File: config.mk
export PLATFORM = sky130hd
export DESIGN_NAME = usb_tx_pkt_ctrl
export DESIGN_NICKNAME = d
export VERILOG_FILES = /design/src/rtl/usb_tx_pkg.sv /design/src/rtl/usb_tx_arb.sv /design/src/rtl/usb_tx_pkt_ctrl.sv
export SDC_FILE = /design/constraint.sdc
export NUM_CORES = 1
export LEC_CHECK = 0
export CORE_UTILIZATION = 52
export DETAILED_ROUTE_END_ITERATION = 8
export HOLD_SLACK_MARGIN = 0.06
export PLACE_DENSITY = 0.88
export SLEW_MARGIN = 20
export SYNTH_ARGS = -nofsm -noshare
export SYNTH_HDL_FRONTEND = slang
export SYNTH_SLANG_ARGS = --single-unit
File: constraint.sdc
create_clock -name clock -period 3.65 [get_ports clock]
set_input_delay 0.73 -clock clock [delete_from_list [all_inputs] [get_ports clock]]
set_output_delay 0.73 -clock clock [all_outputs]
set_load 0.05 [all_outputs]
File: src/rtl/usb_tx_pkg.sv
// Shared types and constants for the USB packet transmit sequencer.
package usb_tx_pkg;

    typedef enum logic [2:0] {
        ST_IDLE      = 3'd0,
        ST_SYNC      = 3'd1,
        ST_PID       = 3'd2,
        ST_DATA      = 3'd3,
        ST_WAIT_LAST = 3'd4,
        ST_WAIT_CRC  = 3'd5,
        ST_IFG       = 3'd6
    } tx_state_e;

    localparam logic [3:0] PID_ACK   = 4'b0010;
    localparam logic [3:0] PID_NAK   = 4'b1010;
    localparam logic [3:0] PID_STALL = 4'b1110;
    localparam logic [3:0] PID_DATA0 = 4'b0011;
    localparam logic [3:0] PID_DATA1 = 4'b1011;

    localparam int CRC_WAIT_DEF     = 16;
    localparam int IFG_CYCLES_DEF   = 8;
    localparam int UNDERRUN_MAX_DEF = 4;
    localparam int CNT_W            = 5;

    function automatic logic [7:0] pid_byte(input logic [3:0] pid);
        return {~pid, pid};
    endfunction

endpackage

File: src/rtl/usb_tx_arb.sv
// Two-requester fixed-priority arbiter; handshake wins ties and the
// grant is held until the sequencer releases it.
module usb_tx_arb (
    input  logic clock,
    input  logic reset,
    input  logic hs_req,
    input  logic dat_req,
    input  logic arb_en,
    input  logic gnt_clr,
    output logic hs_win,
    output logic dat_win,
    output logic hs_gnt,
    output logic dat_gnt
);

    logic free;

    assign free    = arb_en & ~hs_gnt & ~dat_gnt;
    assign hs_win  = free & hs_req;
    assign dat_win = free & dat_req & ~hs_req;

    always_ff @(posedge clock or negedge reset) begin
        if (!reset) begin
            hs_gnt  <= 1'b0;
            dat_gnt <= 1'b0;
        end else if (gnt_clr) begin
            hs_gnt  <= 1'b0;
            dat_gnt <= 1'b0;
        end else begin
            if (hs_win)
                hs_gnt <= 1'b1;
            if (dat_win)
                dat_gnt <= 1'b1;
        end
    end

endmodule

File: src/rtl/usb_tx_pkt_ctrl.sv
// Packet sequencer in front of the byte-serial USB TX shifter:
// sync, PID, payload, CRC hold-off and inter-packet gap.
module usb_tx_pkt_ctrl
    import usb_tx_pkg::*;
#(
    parameter int CRC_WAIT     = CRC_WAIT_DEF,
    parameter int IFG_CYCLES   = IFG_CYCLES_DEF,
    parameter int UNDERRUN_MAX = UNDERRUN_MAX_DEF
) (
    input  logic       clock,
    input  logic       reset,
    input  logic       hs_req,
    input  logic [3:0] hs_pid,
    input  logic       dat_req,
    input  logic [3:0] dat_pid,
    input  logic       dat_zlp,
    input  logic       dat_valid,
    input  logic [7:0] dat_byte,
    input  logic       dat_last,
    output logic       dat_ready,
    output logic       hs_gnt,
    output logic       dat_gnt,
    output logic       hs_done,
    output logic       dat_done,
    output logic       underrun_err,
    input  logic       tx_ready_ld,
    input  logic       halt_tx_shift,
    input  logic       t_lastbit,
    output logic       syn_gen_ld,
    output logic       tx_load,
    output logic [7:0] tx_data,
    output logic       tx_last_byte,
    output logic       crc_16
);

    localparam logic [CNT_W-1:0] CRC_LD = CNT_W'(CRC_WAIT - 1);
    localparam logic [CNT_W-1:0] IFG_LD = CNT_W'(IFG_CYCLES - 1);
    localparam logic [CNT_W-1:0] UND_LD = CNT_W'(UNDERRUN_MAX - 1);
    localparam logic [CNT_W-1:0] ONE    = CNT_W'(1);

    tx_state_e        state;
    logic [CNT_W-1:0] cnt;
    logic [3:0]       pid_q;
    logic             zlp_q;
    logic             abort_q;
    logic             ld_ok;
    logic             hs_win;
    logic             dat_win;
    logic             arb_en;
    logic             gnt_clr;

    assign ld_ok   = tx_ready_ld & ~halt_tx_shift;
    assign arb_en  = (state == ST_IDLE);
    assign gnt_clr = (state == ST_IFG) && (cnt == '0);

    usb_tx_arb u_arb (
        .clock   (clock),
        .reset   (reset),
        .hs_req  (hs_req),
        .dat_req (dat_req),
        .arb_en  (arb_en),
        .gnt_clr (gnt_clr),
        .hs_win  (hs_win),
        .dat_win (dat_win),
        .hs_gnt  (hs_gnt),
        .dat_gnt (dat_gnt)
    );

    always_ff @(posedge clock or negedge reset) begin
        if (!reset) begin
            state        <= ST_IDLE;
            cnt          <= '0;
            pid_q        <= '0;
            zlp_q        <= 1'b0;
            abort_q      <= 1'b0;
            crc_16       <= 1'b0;
            syn_gen_ld   <= 1'b0;
            tx_load      <= 1'b0;
            tx_data      <= 8'h00;
            tx_last_byte <= 1'b0;
            dat_ready    <= 1'b0;
            hs_done      <= 1'b0;
            dat_done     <= 1'b0;
            underrun_err <= 1'b0;
        end else begin
            syn_gen_ld   <= 1'b0;
            tx_load      <= 1'b0;
            tx_last_byte <= 1'b0;
            dat_ready    <= 1'b0;
            hs_done      <= 1'b0;
            dat_done     <= 1'b0;
            underrun_err <= 1'b0;
            unique case (state)
                ST_IDLE: begin
                    cnt     <= '0;
                    abort_q <= 1'b0;
                    if (hs_win) begin
                        pid_q  <= hs_pid;
                        zlp_q  <= 1'b0;
                        crc_16 <= 1'b0;
                        state  <= ST_SYNC;
                    end else if (dat_win) begin
                        pid_q  <= dat_pid;
                        zlp_q  <= dat_zlp;
                        crc_16 <= 1'b1;
                        state  <= ST_SYNC;
                    end
                end
                ST_SYNC: begin
                    if (ld_ok) begin
                        syn_gen_ld <= 1'b1;
                        state      <= ST_PID;
                    end
                end
                ST_PID: begin
                    if (ld_ok) begin
                        tx_load <= 1'b1;
                        tx_data <= pid_byte(pid_q);
                        if (!crc_16 || zlp_q) begin
                            tx_last_byte <= 1'b1;
                            state        <= ST_WAIT_LAST;
                        end else begin
                            cnt   <= UND_LD;
                            state <= ST_DATA;
                        end
                    end
                end
                ST_DATA: begin
                    if (ld_ok && dat_valid) begin
                        tx_load   <= 1'b1;
                        tx_data   <= dat_byte;
                        dat_ready <= 1'b1;
                        cnt       <= UND_LD;
                        if (dat_last) begin
                            tx_last_byte <= 1'b1;
                            cnt          <= '0;
                            state        <= ST_WAIT_LAST;
                        end
                    end else if (ld_ok) begin
                        // Starved load slots count down to an abort
                        if (cnt == '0) begin
                            underrun_err <= 1'b1;
                            abort_q      <= 1'b1;
                            cnt          <= IFG_LD;
                            state        <= ST_IFG;
                        end else begin
                            cnt <= cnt - ONE;
                        end
                    end
                end
                ST_WAIT_LAST: begin
                    if (t_lastbit) begin
                        if (crc_16) begin
                            cnt   <= CRC_LD;
                            state <= ST_WAIT_CRC;
                        end else begin
                            cnt   <= IFG_LD;
                            state <= ST_IFG;
                        end
                    end
                end
                ST_WAIT_CRC: begin
                    if (cnt == '0) begin
                        cnt   <= IFG_LD;
                        state <= ST_IFG;
                    end else begin
                        cnt <= cnt - ONE;
                    end
                end
                ST_IFG: begin
                    if (cnt == '0) begin
                        hs_done  <= hs_gnt & ~abort_q;
                        dat_done <= dat_gnt & ~abort_q;
                        crc_16   <= 1'b0;
                        state    <= ST_IDLE;
                    end else begin
                        cnt <= cnt - ONE;
                    end
                end
                default: begin
                    cnt   <= '0;
                    state <= ST_IDLE;
                end
            endcase
        end
    end

endmodule

; Word level (Yosys, flattened, before mapping)
; Index checks and enable logic that the tools add are counted.
[totals]
register_bits = 32
in_bits = 26
out_inout_bits = 18
word_cells = 128
[op_classes]
n_addsub = 1
n_eq_ne = 19
mux = 59
bitwise_logic = 15
reduce_logical = 18
[ops]
columns = operator, count
row1 = 2-to-1 mux 5 bit, 7
row2 = 2-to-1 mux 3 bit, 11
row3 = case mux 5 bit (6 select lines), 1
row4 = 2-to-1 mux 1 bit, 27
row5 = case mux 3 bit (7 select lines), 1
row6 = "!= test 2 bit, second input constant", 9
row7 = 2-to-1 mux 8 bit, 2
row8 = case mux 8 bit (2 select lines), 1
row9 = 2-to-1 mux 4 bit, 3
row10 = nonzero test 2 bit, 6
row11 = "== test 3 bit, second input constant", 3
row12 = "!= test 3 bit, second input constant", 3
row13 = AND 1 bit, 8
row14 = case mux 1 bit (2 select lines), 4
row15 = AND reduction 7 bit, 1
row16 = "== test 3 x 2 -> 1 bit, second input constant", 2
row17 = inverter 1 bit, 6
row18 = AND reduction 3 bit, 2
row19 = AND reduction 6 bit, 1
row20 = logical NOT 5 bit, 1
row21 = "subtractor 5 x 1 -> 5 bit, second input constant", 1
row22 = 2-to-1 mux 2 bit, 2
row23 = inverter 4 bit, 1
row24 = AND reduction 4 bit, 1
row25 = other kinds (7), 8

; Logic depth before layout (Yosys ltp)
; Gate-level depths: netlist of the first run.
[depth]
ltp_word = 8
depth_mapped = 8
ltp_nobuf = 7

; Hierarchy
; A second synthesis of the first run with hierarchy kept.
[unflattened]
hier_cells = 190
hier_area_um2 = 1830.5
[by_module_without_submodules]
columns = mod, instances, cells_per_inst, area_per_inst_um2, seq_area_each_um2
row1 = usb_tx_pkt_ctrl, 1, 179, 1719.1, 750.7
row2 = usb_tx_arb, 1, 11, 111.4, 50.0

; Worst setup path before layout of the first run
; OpenSTA, ideal clock, no wires.
[synth_timing]
path_kind = reg2reg
startpoint = register cnt[0]
endpoint = register cnt[0]
setup_time_ns = 0.125
t_arrival_ns = 1.728
required_time_ns = 3.525
slack_ns = 1.798
path_stages_with_launch = 8
n_path_buf = 1
period_less_slack_ns = 1.852
cell_sequence = dfrtp_1 inv_1 ha_1 or4b_4 buf_6 nor3_2 nor2_1 mux2_2
[synth_between]
elab_chain_len = 5
elab_cells_between_ends = 9
classes_between = add/sub: 1 / eq/ne: 1 / mux: 5 / reduce/logical: 2
[synth_rtl]
columns = item, line_no
row1 = start: declaration, usb_tx_pkt_ctrl.sv:42  ; logic [CNT_W-1:0] cnt;
row2 = start signal: assignment, usb_tx_pkt_ctrl.sv:147  ; cnt <= cnt - ONE;
row3 = start signal: assignment, usb_tx_pkt_ctrl.sv:167  ; cnt <= cnt - ONE;
row4 = start signal: assignment, usb_tx_pkt_ctrl.sv:177  ; cnt <= cnt - ONE;
row5 = subtractor 5 x 1 -> 5 bit / logical NOT 5 bit (equally long branches), -
row6 = 2-to-1 mux 5 bit, "usb_tx_pkt_ctrl.sv:141, usb_tx_pkt_ctrl.sv:163"
row7 = 2-to-1 mux 5 bit, usb_tx_pkt_ctrl.sv:139  ; end else if (ld_ok) begin
row8 = 2-to-1 mux 5 bit, usb_tx_pkt_ctrl.sv:129  ; if (ld_ok && dat_valid) begin
row9 = case mux 5 bit (6 select lines), usb_tx_pkt_ctrl.sv:93  ; unique case (state)
; Parallel ways exist; a longest one is shown, timed or not. The select of a mux whose other input is x is not followed.
; A chain may end at the register's enable or synchronous reset.

; Worst setup path after layout of the first run
[layout_timing]
startpoint = register state[0]
endpoint = register state[1]
[layout_between]
elab_chain_len = 7
elab_cells_between_ends = 22
classes_between = eq/ne: 13 / mux: 2 / bitwise: 5 / reduce/logical: 2
[layout_rtl]
columns = item, line_no
row1 = start: declaration, usb_tx_pkt_ctrl.sv:41  ; tx_state_e state;
row2 = start signal: assignment, usb_tx_pkt_ctrl.sv:71  ; state <= ST_IDLE;
row3 = start signal: assignment, usb_tx_pkt_ctrl.sv:101  ; state <= ST_SYNC;
row4 = start signal: assignment, usb_tx_pkt_ctrl.sv:106  ; state <= ST_SYNC;
row5 = logical NOT 3 bit, "usb_tx_pkt_ctrl.sv:53, usb_tx_pkt_ctrl.sv:93"
row6 = AND 1 bit (2 in a row), usb_tx_arb.sv:18  ; assign free = arb_en & ~hs_gnt & ~dat_gnt;
row7 = AND 1 bit (2 in a row), usb_tx_arb.sv:20  ; assign dat_win = free & dat_req & ~hs_req;
row8 = != test 3 bit (no line), -
row9 = AND reduction 7 bit (no line), -
; Parallel ways exist; a longest one is shown, timed or not.

==> results of run 1 <==
[sequential cells by signal, summed over array words and instances (netlist names)]
signal / cells
u_arb.hs_gnt: 1
cnt: 5
tx_data: 8
abort_q: 1
tx_load: 1
underrun_err: 1
state: 3
dat_ready: 1
tx_last_byte: 1
u_arb.dat_gnt: 1
syn_gen_ld: 1
dat_done: 1
zlp_q: 1
crc_16: 1
pid_q: 4
hs_done: 1
[cells by family after synthesis]
logic type / after synthesis / share of synthesized area (%)
simple gates: 69 / 22.1
flops: 32 / 46.7
compound gates: 60 / 23.5
mux: 3 / 1.90
buf+inv: 15 / 3.87
xor+xnor: 1 / 0.511
fa+ha+maj: 2 / 1.31
[metrics by stage]
stage	worst slack, ns	area (µm²)	instances	hold slack (ns)	power (mW)
floorplan	1.80	1710	182	0.430	1.47
global placement	1.18	2160	260	0.457	1.74
detailed placement	1.12	2160	260	0.474	1.78
CTS	1.17	2250	268	0.478	2.08
global route	0.913	2250	268	0.503	2.24
finish	1.07	2250	268	0.477	2.10
[path summary, 6_finish.rpt]
path,startpoint,to,slack [ns],cells after the start
setup / recovery,state[0],state[1],1.07,5
hold / removal,abort_q,dat_done,0.48,1
setup reg to reg,state[0],state[1],1.07,5
hold reg to reg,abort_q,dat_done,0.48,1
max in group asynchronous,reset,dat_ready,2.58,2
min in group asynchronous,reset,cnt[1],0.77,2
[critical path, cell delays in order, from the launching register on]
cell and delay, ns:
dfrtp_1 0.88, nand3b_1 0.55, o32ai_1 0.71, a221oi_4 0.09
o31ai_1 0.10, a22oi_1 0.12
[cell usage in the layout (no fill, tap or decap), types with 3 or more instances in the layout]
cell type | netlist | routed
clkdlybuf4s50_1 | 0 | 43
inv_1 | 5 | 5
a31oi_1 | 6 | 6
nor2_1 | 17 | 17
o21ai_0 | 17 | 17
nand2b_1 | 6 | 6
o22ai_1 | 4 | 4
clkbuf_4 | 0 | 5
nand2_1 | 16 | 16
nand3_1 | 6 | 6
nor3_1 | 3 | 3
dfrtp_1 | 32 | 32
and3b_1 | 5 | 5
a21oi_1 | 12 | 12
[layout make-up]
| cell class | instances | area share, % |
|---|---|---|
| clock buffers | 7 | 2.89 |
| inverters | 5 | 0.833 |
| clock inverters | 1 | 1.33 |
| multi-input cells | 135 | 37.5 |
| repair buffers | 44 | 19.4 |
| flip-flops and latches | 32 | 35.5 |
| well taps | 44 | 2.44 |
[power groups by stage]
stage                     logic, mW  clock network (mW)  registers [mW]
after floorplan               0.659                   0           0.810
after global placement         1.09                   0           0.650
after detailed placement       1.12                   0           0.658
after CTS                      1.12               0.310           0.650
after global routing           1.23               0.325           0.675
final                          1.14               0.305           0.657
[routing by layer]
layer	GRT usage (%)	part of all wire (%)	up-vias
li1	-	-	750
met1	34.4	42	766
met2	43.3	48	71
met3	7.64	7.4	13
met4	12.2	2.5	0
met5	0	0	-
==> results.json, run 1 <==
{
  "status": "finished, final reports clean",
  "wirelength_mm": 4.33,
  "fin_crit_ns": 2.58,
  "rsz0062_at_grt": "no",
  "yosysTopAreaCellShare_pct": 46.7,
  "dr_total_vias": 1600,
  "grt_max_degree": 33,
  "io_buffers": 43,
  "drt_iter0_markers": 159,
  "fp.dieH_um": 59.4,
  "netlist_area_um2": 1710,
  "p_int_mw": 1.11,
  "start_kind": "flip-flop",
  "multi_input_area_um2": 846,
  "synthArstFlopShare_pct": 100,
  "fmax_ghz": 0.387,
  "timing.final.crit_share_pct": 70.8,
  "cts_buffers": 5,
  "area_growth_pct": 31.6,
  "grt_pass1_wl_mm": 6.93,
  "die_x_um": 59.4,
  "synth-main-ff-cell": "dfrtp_1",
  "rows": 20,
  "synthesis.nets": 209,
  "fin_util_pct": 73.2,
  "clockBufferDepth": 2,
  "core_um2": 3080,
  "gr-total-overflow": 0,
  "ys_warn_count": 0,
  "ctsResizeCount": 0,
  "final_antenna_net_count": 0,
  "firstDrtPassIters": 4,
  "cts.sinks": 32,
  "cts_hold_buf": 0,
  "synth.distinct_cells": 47,
  "synth.most_common_cell": "dfrtp_1",
  "fin_skew_ns": 0.00515,
  "cts_setup_buffers": 0,
  "finalSetupViolations": 0,
  "power.leakage_nw": 0.943,
  "final_nets": 250,
  "drive_gt1_share_pct": 8.48,
  "tns_ns": 0,
  "diodes": 0,
  "tightest_slew_ns": 0.809,
  "crit_required_ns": 3.86,
  "end_kind": "flip-flop",
  "synth_seq_cells": 32,
  "final_max_slew_viol_count": 0,
  "synth.top_cells.by_count": "dfrtp_1, nor2_1, o21ai_0",
  "synthCells": 182,
  "seqCellArea_um2": 801,
  "critical_path_arrival_ns": 2.80,
  "grtUsageTotal_pct": 27.2,
  "max_slew_margin_pct": 46.0,
  "p_clk_share_pct": 14.5,
  "hpwlAfterDp_mm": 3.12,
  "cts_htree_levels": 2,
  "power_switching_mw": 0.983,
  "combPwrFrac_pct": 54.1,
  "powerDensity_nw_per_um2": 930,
  "pwr-share-seq_pct": 31.3,
  "start_util_pct": 55.7,
  "cts_root_buf": "clkbuf_4",
  "maxCapViolations": 0,
  "insertion_delay_ns": 0.34,
  "path_class": "flip-flop to flip-flop",
  "yosys.area.top_type": "dfrtp_1",
  "wl_per_cell_um": 16.2,
  "routabilityCongestion": 0.920,
  "n_fill_cell": 246,
  "cts_tree": "done",
  "num_io_pins": 44,
  "via_per_inst": 5.97,
  "die_area_um2": 3530,
  "synth-edff-count": 0,
  "antenna_found_initial": 0,
  "synth_seq_area_share_pct": 46.7,
  "p_sw_share_pct": 46.9,
  "peakVddDrop_mv": 0.503,
  "avgSynthCellArea_um2": 9.41,
  "path_max_fanout": 24,
  "drc": 0,
  "grt_pass1_vias": 1522,
  "hold_viol_final": 0,
  "clk_pin_slew_worst_paths_ns": 0.10,
  "synth_top_cells_by_area": "dfrtp_1, o21ai_0, nor2_1",
  "min_path_type": "flip-flop to flip-flop"
}
(Power assumes the default switching activity.)
==> run 2, diff against run 1 <==
CORE_UTILIZATION = 48   (was 52)
PLACE_DENSITY = 0.83   (was 0.88)
clock period = 2.6 ns   (was 3.65 ns; I/O delays follow)
==> run 2 against run 1 <==
Die area increased by 8.0%. Clock power increased by 22%. Non-clock buffer count increased by 5. Sequential power increased by 33%. Clock skew increased by 0.0099 ns. Routed wire length decreased by 3.6%. Total power increased by 40%. Worst hold slack improved by 0.015 ns. Largest power group unchanged. Critical path type is now flip-flop to primary output. Count of clock-buffer cells in the layout decreased by 1.
==> results.json, run 2 (synthesis results as in run 1) <==
{
  "tightest_slew_ns": 0.565,
  "cp_top_family": "buffers and inverters",
  "busiest_layer": "met2",
  "cts.sinks": 32,
  "reg2reg_depth": 5,
  "fin_crit_ns": 2.20,
  "start_kind": "flip-flop",
  "cts_setup_buffers": 0,
  "slowest_delay_ns": 0.86,
  "final_antenna_net_count": 0,
  "grt_pass1_wl_mm": 6.42,
  "wl_per_cell_um": 15.2,
  "clockBufferDepth": 2,
  "wirelength_mm": 4.18,
  "grt_max_degree": 33,
  "via_per_inst": 5.73,
  "final_max_slew_viol_count": 0,
  "placed_area_um2": 2200,
  "rr_startpoint": "state[1]",
  "mostFrequentLayoutCell": "clkdlybuf4s50_1",
  "drive_gt1_share_pct": 10.0,
  "hold_viol_final": 0,
  "crit_slowest_cell": "clkdlybuf4s50_1",
  "num_io_pins": 44,
  "gr-usage-met3_pct": 7.66,
  "grt_pass1_vias": 1392,
  "fp.dieH_um": 61.7,
  "ctsResizeCount": 0,
  "largest_register": "tx_data",
  "path_max_fanout": 7,
  "cp.depth": 1,
  "largest_reg_flops": 8,
  "cts_buffers": 5,
  "fin_skew_ns": 0.0151,
  "timing.final.crit_share_pct": 84.5,
  "antenna_found_initial": 0,
  "crit_end": "crc_16",
  "crit_required_ns": 2.08,
  "critical_path_arrival_ns": 1.68,
  "maxCapViolations": 0,
  "critPathBufInv": 1,
  "area_growth_pct": 32.8,
  "diodes": 0,
  "path_cells": "clkdlybuf4s50_1",
  "core_um2": 3390,
  "startpoint": "crc_16",
  "r2r-end": "cnt[1]",
  "clk_pin_slew_worst_paths_ns": 0.11,
  "path_class": "flip-flop to primary output",
  "finalSetupViolations": 0,
  "cts_tree": "done",
  "final_cell_mix": "clkdlybuf4s50_1, dfrtp_1, nor2_1, o21ai_0, nand2_1",
  "largestRegisters": "tx_data x8, cnt x5, pid_q x4",
  "die_area_um2": 3810,
  "dr_total_vias": 1577,
  "drc": 0,
  "grtUsageMet2_pct": 36.1,
  "grtUsageTotal_pct": 23.9,
  "powerDensity_nw_per_um2": 1290,
  "status": "finished, final reports clean",
  "cts_htree_levels": 2,
  "use_met1_pct": 31.2,
  "gr-total-overflow": 0,
  "rows": 21,
  "n_fill_cell": 264,
  "power.leakage_nw": 0.959,
  "final_nets": 255,
  "routabilityCongestion": 0.890,
  "cts_hold_buf": 0,
  "fin_area_um2": 2270,
  "start_util_pct": 50.5,
  "insertion_delay_ns": 0.34,
  "rrSetupSlack_ns": 0.58,
  "die_x_um": 61.7,
  "min_path_type": "flip-flop to flip-flop",
  "rsz0062_at_grt": "no",
  "drt_iter0_markers": 142,
  "fmax_ghz": 0.455,
  "peakVddDrop_mv": 0.553,
  "max_slew_margin_pct": 62.0,
  "firstDrtPassIters": 4,
  "end_kind": "primary output",
  "cts_root_buf": "clkbuf_4",
  "hpwlAfterDp_mm": 2.95,
  "io_buffers": 43,
  "tns_ns": 0
}
[run 2: cell types whose count changed in the layout (fill, tap and decap cells not counted)]
| cell | delta |
|---|---|
| buf_4 | +5 |
| clkbuf_1 | +1 |
| clkbuf_8 | -2 |
| clkinv_2 | +1 |
[run 2: how the worst min path moves through the flow]
stage | start | end | slack [ns] | depth (start not counted)
finish | abort_q | dat_done | 0.49 | 1
global route | abort_q | dat_done | 0.51 | 1
CTS | abort_q | dat_done | 0.48 | 1
detailed placement | abort_q | dat_done | 0.47 | 1
global placement | abort_q | dat_done | 0.46 | 1
floorplan | reset | abort_q | 0.22 | 0
[run 2: where the power goes]
part,internal (mW),switching [mW]
combinational,0.667,1.02
clock,0.202,0.170
sequential,0.683,0.194
[run 2: routing by layer]
layer | routed length [µm] | up-vias
li1 | - | 763
met1 | 1860 | 733
met2 | 1970 | 71
met3 | 261 | 10
met4 | 91 | 0
met5 | 0 | -
[run 2: area by class of cell]
class / instances / area (µm²) / area share (%)
multi-input cells: 135 / 846 / 37.2
flip-flops and latches: 32 / 801 / 35.2
repair buffers: 49 / 475 / 20.9
well taps: 46 / 57.6 / 2.53
clock buffers: 6 / 41.3 / 1.82
clock inverters: 2 / 35.0 / 1.54
inverters: 5 / 18.8 / 0.825
[run 2: per-stage QoR]
| stage | total power [mW] | hold slack, ns | utilization (%) | cells | worst slack (ns) |
|---|---|---|---|---|---|
| 3_3_place_gp | 2.50 | 0.459 | 64.9 | 267 | 0.374 |
| 4_1_cts | 2.92 | 0.479 | 67.1 | 275 | 0.400 |
| 2_1_floorplan | 2.06 | 0.224 | - | 182 | 0.748 |
| 6_report | 2.94 | 0.492 | 67.1 | 275 | 0.402 |
| 3_5_place_dp | 2.54 | 0.466 | 64.9 | 267 | 0.271 |
| 5_1_grt | 3.13 | 0.514 | 67.1 | 275 | 0.347 |
==> edit: new RTL, flow settings as in run 1 <==
Re-encode `tx_state_e` (7 states) as one-hot, 7 bits wide.
--- a/src/rtl/usb_tx_pkg.sv
+++ b/src/rtl/usb_tx_pkg.sv
@@ -2,12 +2,12 @@
 package usb_tx_pkg;
 
-    typedef enum logic [2:0] {
-        ST_IDLE      = 3'd0,
-        ST_SYNC      = 3'd1,
-        ST_PID       = 3'd2,
-        ST_DATA      = 3'd3,
-        ST_WAIT_LAST = 3'd4,
-        ST_WAIT_CRC  = 3'd5,
-        ST_IFG       = 3'd6
+    typedef enum logic [6:0] {
+        ST_IDLE      = 7'b0000001,
+        ST_SYNC      = 7'b0000010,
+        ST_PID       = 7'b0000100,
+        ST_DATA      = 7'b0001000,
+        ST_WAIT_LAST = 7'b0010000,
+        ST_WAIT_CRC  = 7'b0100000,
+        ST_IFG       = 7'b1000000
     } tx_state_e;
 
Behaviour: same outputs for any inputs over 10 cycles, from zero or initial values and one cycle with reset low; not proved beyond that.
==> edit against run 1 <==
Sequential cell count grew 4; wire length is 18% higher; power decreased by 23%; global-route usage up 0.068 points; worst hold slack gained 15 ps; first-iteration DRC count is 31% higher; sequential share of layout area shrank 0.69 points; worst setup slack gained 87 ps; synthesized area rose by 20%; cell area grew 15%; clock skew up 4.4 ps; largest cell class unchanged.
==> edit: results (changes against run 1) <==
| Metric | Value |
|---|---|
| Global Route Usage Sum | `0.273 (+0.000682)` |
| Routed wl met3 | `475 microns (+49%)` |
| Met1 wire length | `2.09 mm (+14%)` |
| WP data arrival | `2660 ps (-140 ps)` |
| Top-area cell type share of the netlist area | `0.428 (-0.0399)` |
| Routed WL | `5.11 mm (+18%)` |
| Final setup skew | `9.59 ps (+4.45 ps)` |
| Mapped Nets | `246 (+18%)` |
| Iter 0 DRT Violations | `209 (+31%)` |
| WHS Path Cells | `2 (+1)` |
| Share of layout cells above drive strength 1 | `0.0769 (-0.00790)` |
| Fillers | `290 (+18%)` |
| Worst VDD drop | `0.398 mV (-21%)` |
| Largest stage delay on the critical path | `570 ps (-310 ps)` |
| Count of cell types in the netlist | `57 (+21%)` |
| Hold wc startpoint | `pid_q[2]` |
| Nets | `286 (+14%)` |
| Sequential fraction of the synthesis area | `0.440 (-0.0271)` |
| Crit path launch | `dat_valid` |
| Flop2flop setup slack | `1230 ps (+160 ps)` |
| Crit path max-delay cell type | `clkdlybuf4s50_1` |
| Placer Congestion | `0.960 (+4.3%)` |
| Leakage | `1.08 nW (+15%)` |
| Metal2 WL | `2.43 mm (+18%)` |
| Crit-path max FO | `6 (-75%)` |
| Cell family with most CP delay | `simple AND/OR/NAND/NOR gates` |
| Worst-path clk slew | `70 ps (-30 ps)` |
| Rel. slew slack | `0.431 (-0.0298)` |
| Hold endpoint | `pid_q[2]` |
| Largest net degree at the start of global routing | `37 (+12%)` |
| HPWL after DPL | `3.62 mm (+16%)` |
| Synth top cells by count | `dfrtp_1, nor2_1, nand2_1` |
| Largest registers | `tx_data: 8 flops, state: 7 flops, cnt: 5 flops` |
| First-pass GRT wire length | `8.65 mm (+25%)` |
| Reg-to-Reg End | `cnt[1]` |
| Status | `completed` |
| Critical path endpoint | `state[6]` |
-- edit: cell count changes after synthesis, sizes merged, moves of 4 or more --
cell / change
nor2: +4
a21oi: +4
and3b: -5
nand3: +5
nor4b: +4
-- edit: metal layers --
layer  GRT usage  vias up
li1            -      893
met1       0.353      912
met2       0.424      100
met3      0.0827       15
met4       0.108        0
met5           0        -
-- edit: power breakdown --
part | total, W | internal, W | switching, W
sequential | 0.000576 | 0.000498 | 0.0000781
clock | 0.000345 | 0.000203 | 0.000142
combinational | 0.000701 | 0.000247 | 0.000454
total | 0.00162 | 0.000948 | 0.000675
-- edit: layout make-up --
cell class,instances,share of cell area
Sequential cell,36,0.348
Clock inverter,2,0.0135
Timing Repair Buffer,44,0.169
Multi-Input combinational cell,164,0.406
Tap cell,48,0.0232
Clock buffer,6,0.0280
Inverter,8,0.0116
-- edit: through the flow --
| stage | cells | area, sq um | setup WS [ps] | hold WS [ps] | total power, W |
|---|---|---|---|---|---|
| 3_3_place_gp | 300 | 2480 | 992 | 461 | 0.00125 |
| 4_1_cts | 308 | 2590 | 1220 | 491 | 0.00162 |
| 3_5_place_dp | 300 | 2480 | 950 | 474 | 0.00127 |
| 6_report | 308 | 2590 | 1150 | 492 | 0.00162 |
| 5_1_grt | 308 | 2590 | 1050 | 542 | 0.00171 |
| 2_1_floorplan | 219 | 2050 | 1630 | 434 | 0.00104 |
-- edit: worst min-delay path: stages, from the launching register on --
cell and delay [ps]:
dfrtp_1 350, nand2_1 50, o21ai_0 60
-- edit: cells by family after synthesis --
family	synth area share
buffers and inverters	0.0464
adders and majority gates	0.00611
AOI/OAI and AO/OA	0.214
DFF	0.440
and+or+nand+nor	0.259
muxes	0.0250
xor gates and xnor gates	0.00855
